**src/rtl/vga_layer_compositor.sv**
```systemverilog
// VGA raster timing plus fixed-priority layer compositor with frame-synchronous blinking.
// Colour and sync are registered together on the pixel tick so they leave the block aligned.
module vga_layer_compositor #(
    parameter int unsigned H_VIS        = 640,
    parameter int unsigned H_FP         = 16,
    parameter int unsigned H_SYNC       = 96,
    parameter int unsigned H_BP         = 48,
    parameter int unsigned V_VIS        = 480,
    parameter int unsigned V_FP         = 10,
    parameter int unsigned V_SYNC       = 2,
    parameter int unsigned V_BP         = 33,
    parameter int unsigned CLK_DIV      = 2,
    parameter int unsigned NUM_LAYERS   = 3,
    parameter int unsigned COLOR_W      = 12,
    parameter logic [COLOR_W-1:0] BG_COLOR = '0,
    parameter int unsigned BLINK_FRAMES = 30
) (
    input  logic                          clock,
    input  logic                          reset,
    input  logic [NUM_LAYERS-1:0]         layer_on,
    input  logic [NUM_LAYERS*COLOR_W-1:0] layer_rgb,
    input  logic [NUM_LAYERS-1:0]         layer_blink,
    output logic [9:0]                    pixel_x,
    output logic [9:0]                    pixel_y,
    output logic                          video_on,
    output logic                          p_tick,
    output logic                          frame_start,
    output logic                          blink_phase,
    output logic                          hsync,
    output logic                          vsync,
    output logic [COLOR_W-1:0]            rgb
);

    localparam int unsigned H_TOT = H_VIS + H_FP + H_SYNC + H_BP;
    localparam int unsigned V_TOT = V_VIS + V_FP + V_SYNC + V_BP;
    localparam int unsigned DIV_W = (CLK_DIV > 1) ? $clog2(CLK_DIV) : 1;
    localparam int unsigned FRM_W = (BLINK_FRAMES > 1) ? $clog2(BLINK_FRAMES) : 1;

    localparam logic [DIV_W-1:0] DIV_LAST   = DIV_W'(CLK_DIV - 1);
    localparam logic [FRM_W-1:0] FRM_LAST   = FRM_W'(BLINK_FRAMES - 1);
    localparam logic [9:0]       H_LAST     = 10'(H_TOT - 1);
    localparam logic [9:0]       V_LAST     = 10'(V_TOT - 1);
    localparam logic [9:0]       H_VIS_L    = 10'(H_VIS);
    localparam logic [9:0]       V_VIS_L    = 10'(V_VIS);
    localparam logic [9:0]       H_SYNC_BEG = 10'(H_VIS + H_FP);
    localparam logic [9:0]       H_SYNC_END = 10'(H_VIS + H_FP + H_SYNC);
    localparam logic [9:0]       V_SYNC_BEG = 10'(V_VIS + V_FP);
    localparam logic [9:0]       V_SYNC_END = 10'(V_VIS + V_FP + V_SYNC);

    logic [DIV_W-1:0]   div_q;
    logic [9:0]         h_q;
    logic [9:0]         v_q;
    logic [FRM_W-1:0]   frm_q;
    logic               blink_q;
    logic               hsync_q;
    logic               vsync_q;
    logic [COLOR_W-1:0] rgb_q;
    logic [COLOR_W-1:0] rgb_d;
    logic               h_last;
    logic               v_last;

    assign p_tick      = (div_q == DIV_LAST);
    assign h_last      = (h_q == H_LAST);
    assign v_last      = (v_q == V_LAST);
    assign frame_start = p_tick && h_last && v_last;
    assign video_on    = (h_q < H_VIS_L) && (v_q < V_VIS_L);
    assign pixel_x     = h_q;
    assign pixel_y     = v_q;
    assign blink_phase = blink_q;
    assign hsync       = hsync_q;
    assign vsync       = vsync_q;
    assign rgb         = rgb_q;

    // Walk from lowest to highest priority so layer 0 wins when several are effective.
    always_comb begin
        rgb_d = BG_COLOR;
        for (int k = int'(NUM_LAYERS) - 1; k >= 0; k--) begin
            if (layer_on[k] && (!layer_blink[k] || blink_q)) begin
                rgb_d = layer_rgb[k*COLOR_W +: COLOR_W];
            end
        end
        if (!video_on) begin
            rgb_d = '0;
        end
    end

    always_ff @(posedge clock or posedge reset) begin
        if (reset) begin
            div_q <= '0;
        end else if (p_tick) begin
            div_q <= '0;
        end else begin
            div_q <= div_q + 1'b1;
        end
    end

    always_ff @(posedge clock or posedge reset) begin
        if (reset) begin
            h_q <= '0;
            v_q <= '0;
        end else if (p_tick) begin
            if (h_last) begin
                h_q <= '0;
                v_q <= v_last ? 10'd0 : v_q + 10'd1;
            end else begin
                h_q <= h_q + 10'd1;
            end
        end
    end

    // Phase only changes on frame_start, so a frame is never drawn with mixed phases.
    always_ff @(posedge clock or posedge reset) begin
        if (reset) begin
            frm_q   <= '0;
            blink_q <= 1'b1;
        end else if (frame_start) begin
            if (frm_q == FRM_LAST) begin
                frm_q   <= '0;
                blink_q <= ~blink_q;
            end else begin
                frm_q <= frm_q + 1'b1;
            end
        end
    end

    always_ff @(posedge clock or posedge reset) begin
        if (reset) begin
            rgb_q   <= '0;
            hsync_q <= 1'b1;
            vsync_q <= 1'b1;
        end else if (p_tick) begin
            rgb_q   <= rgb_d;
            hsync_q <= !((h_q >= H_SYNC_BEG) && (h_q < H_SYNC_END));
            vsync_q <= !((v_q >= V_SYNC_BEG) && (v_q < V_SYNC_END));
        end
    end

endmodule

```
**config.mk**
```make
export PLATFORM = sky130hd
export DESIGN_NAME = vga_layer_compositor
export DESIGN_NICKNAME = d
export VERILOG_FILES = /design/src/rtl/vga_layer_compositor.sv
export SDC_FILE = /design/constraint.sdc
export NUM_CORES = 1
export LEC_CHECK = 0
export CAP_MARGIN = 20
export CORE_MARGIN = 2
export CORE_UTILIZATION = 40
export DETAILED_ROUTE_END_ITERATION = 8
export PLACE_DENSITY = 0.75
export SLEW_MARGIN = 20
export SYNTH_ARGS = -nofsm -noshare
export SYNTH_HDL_FRONTEND = slang
export SYNTH_SLANG_ARGS = --single-unit
```
**constraint.sdc**
```tcl
create_clock -name clock -period 2.15 [get_ports clock]
set_clock_uncertainty 0.2 [all_clocks]
set_input_delay 0.3225 -clock clock [delete_from_list [all_inputs] [get_ports clock]]
set_output_delay 0.3225 -clock clock [all_outputs]
set_load 0.005 [all_outputs]
```
==> run summary <==
run status - finished with violations
violated checks - setup timing
Worst EP arrival - 1740 ps
routing usage on met3 - 3.95%
io pins - 82
number of synthesized register bits - 41
DRC - 0
gr usage total - 22.0%
core outline area - 5200 um2
Final Hold Vio Count - 0
Synth Flop Type - dfrtp_1
via count - 2,200
Final Setup Violations - 2
Avg WL per Cell - 16.3 um
RSZ-0062 raised after global routing - yes
met2 Use GR - 37.4%
cell area after synthesis - 2190 um2
first-pass GRT wire length - 10.6 mm
Setup CP Type - reg -> out
Slew headroom - 67.9%
Synth Area in Compound Gates - 21.0%
M1 GR Usage - 28.8%
Final period util - 105%
worst hold path class - in -> async
Final #Nets - 377
Setup crit start kind - flop
clk_lat worst skew - 290 ps
Initial DRC Count - 138
share of the synthesized area in the top cell type - 43.5%
Cell Area, Placed - 3320 um2
root buffer cell - clkbuf_8
vias in the first global route - 2,178
WHS - 176 ps
Simple-Gate Fraction of Synth Area - 17.3%
number of enable flip-flop cells after synthesis - 0
via/cell ratio - 5.53
Mapped Cells - 214
Placer Congestion - 0.932
asr flop ratio synth - 100%
largest cells by area after synthesis - dfrtp_1 44%, a221oi_1 5.2%, o2bb2ai_1 4.8%
Final Util - 66.5%
DIE AREA - 6070 um2
number of antenna violations at the first check in global routing - 0
Worst Path Required - 1630 ps
mux contribution to synthesized area - 0.973%
Diodes inserted - 0
worst reg2reg path depth - 5
synthesized-area fraction occupied by xor and xnor cells - 5.61%
Die X - 77.9 um
commonest non-fill, non-tap cell in the layout - clkdlybuf4s50_1
# Max-Cap Violations - 0
synth unique cells - 43
Worst-path clk slew - 80 ps
Worst-Margin Slew - 481 ps
cell taking the most area after synthesis - dfrtp_1
syn nets - 264
H-tree depth - 2
Final Max Slew Viols - 0
initial cell density of the core - 42.0%
gr busiest metal - met2
sequential share of the synthesized area - 47.1%
largest net degree at the start of global routing - 42
pwr dens - 435 nW/um2
Total Wirelength - 6.47 mm
IO buf count - 81
Worst Setup End Kind - output pin
row count - 26
crit-path max FO - 2
Initial DRT Pass Iterations - 6
grt total ovfl - 0
final setup margin - -114 ps
area growth from synthesis to layout - 58.3%
share of cells above drive strength 1 - 19.8%
TritonCTS buffer count - 5
CTS Buffer Depth - 2
LEAKAGE - 1.46 nW
Ys Warns - 0
fmax - 442 MHz
post-route ant nets - 0
Vert. Die Dim - 77.9 um
commonest non-fill, non-tap cells in the layout - 79 x clkdlybuf4s50_1, 38 x dfrtp_1, 36 x buf_4
main combinational cell family by area after synthesis - compound AO/OA/AOI/OAI gates
DP Wirelength - 4.75 mm
syn_area_per_cell - 10.2 um2
design area - 3460 um2
CTS Sinks - 41
Peak VDD IR - 0.335 mV
clock tree from TritonCTS - built
post-synthesis adder-cell area fraction - 3.43%
Final min period - 2260 ps
-- layout make-up --
class	instances	area (um2)
inverters	12	45.0
clock buffers	5	68.8
repair buffers	119	1110
clock inverters	3	17.5
multi-input cells	148	1100
well taps	70	87.6
flip-flops and latches	41	1030
fillers	425	1750
-- cells in the mapped netlist, types with 5 or more instances --
cell type   n
dfrtp_1    38
a221oi_1   13
clkbuf_1   12
inv_1      12
o211ai_1   12
o2bb2ai_1  12
nor2_1     11
nand3_1    10
nand2_1     9
xor2_1      8
nand4_1     7
o21ai_0     7
ha_1        6
xnor2_1     6
nor4_1      5
-- cells by family after synthesis --
kind of cell | after synthesis
adders and majority gates | 6
buffers and inverters | 25
DFF | 41
muxes | 2
xor gates and xnor gates | 14
and+or+nand+nor | 66
AOI/OAI and AO/OA | 60
-- layer usage --
layer / vias to the layer above / routed length (um)
li1: 1045 / -
met3: 2 / 416
met1: 1071 / 2820
met5: - / 0
met2: 82 / 3190
met4: 0 / 41
-- state kept, by name (all words and copies together) (netlist names) --
name         count
pixel_y         10
p_tick           1
rgb             12
blink_phase      1
pixel_x         10
frm_q            5
hsync            1
vsync            1
-- path summary, 6_finish.rpt --
check                                             from                    to  slack [ps]
worst max-delay path            pixel_y[5]$_DFFE_PP0N_           frame_start        -110
worst min-delay path                             reset  frm_q[2]$_DFFE_PP0P_         180
worst max register to register  pixel_y[5]$_DFFE_PP0N_  frm_q[1]$_DFFE_PP0P_         -60
worst min register to register       hsync$_DFFE_PP1P_     hsync$_DFFE_PP1P_         290
max in group asynchronous                        reset     hsync$_DFFE_PP1P_        1300
min in group clock                   hsync$_DFFE_PP1P_     hsync$_DFFE_PP1P_         290
-- worst max-delay path, stage by stage, from the launching register on --
cell	delay (ps)
dfrtp_1	390
or3_4	400
or4_4	450
nor2_4	100
buf_2	120
-- per-stage QoR --
stage / power (W) / instances / setup WS (ps) / TNS (ps)
2_1_floorplan: 0.000876 / 214 / -53.9 / -90.1
3_3_place_gp: 0.00102 / 389 / -226 / -397
3_5_place_dp: 0.00103 / 389 / -245 / -559
4_1_cts: 0.00152 / 397 / -101 / -192
5_1_grt: 0.00157 / 398 / -190 / -315
6_report: 0.00151 / 398 / -114 / -178
-- where the power goes --
group / internal (W) / switching [W] / leakage [nW]
clock network: 0.000224 / 0.000274 / 0.0439
registers: 0.000792 / 0.0000120 / 0.529
logic: 0.000134 / 0.0000708 / 0.882
-- repair_timing --
item                                   CTS  global route
setup buffers                            0             1
hold buffers                             0             0
gates resized for setup                  8             8
endpoints found under the hold margin    0             0
pin swaps                                3             0
setup endpoints to repair                6             9
Power figures use the tool's default switching activity.
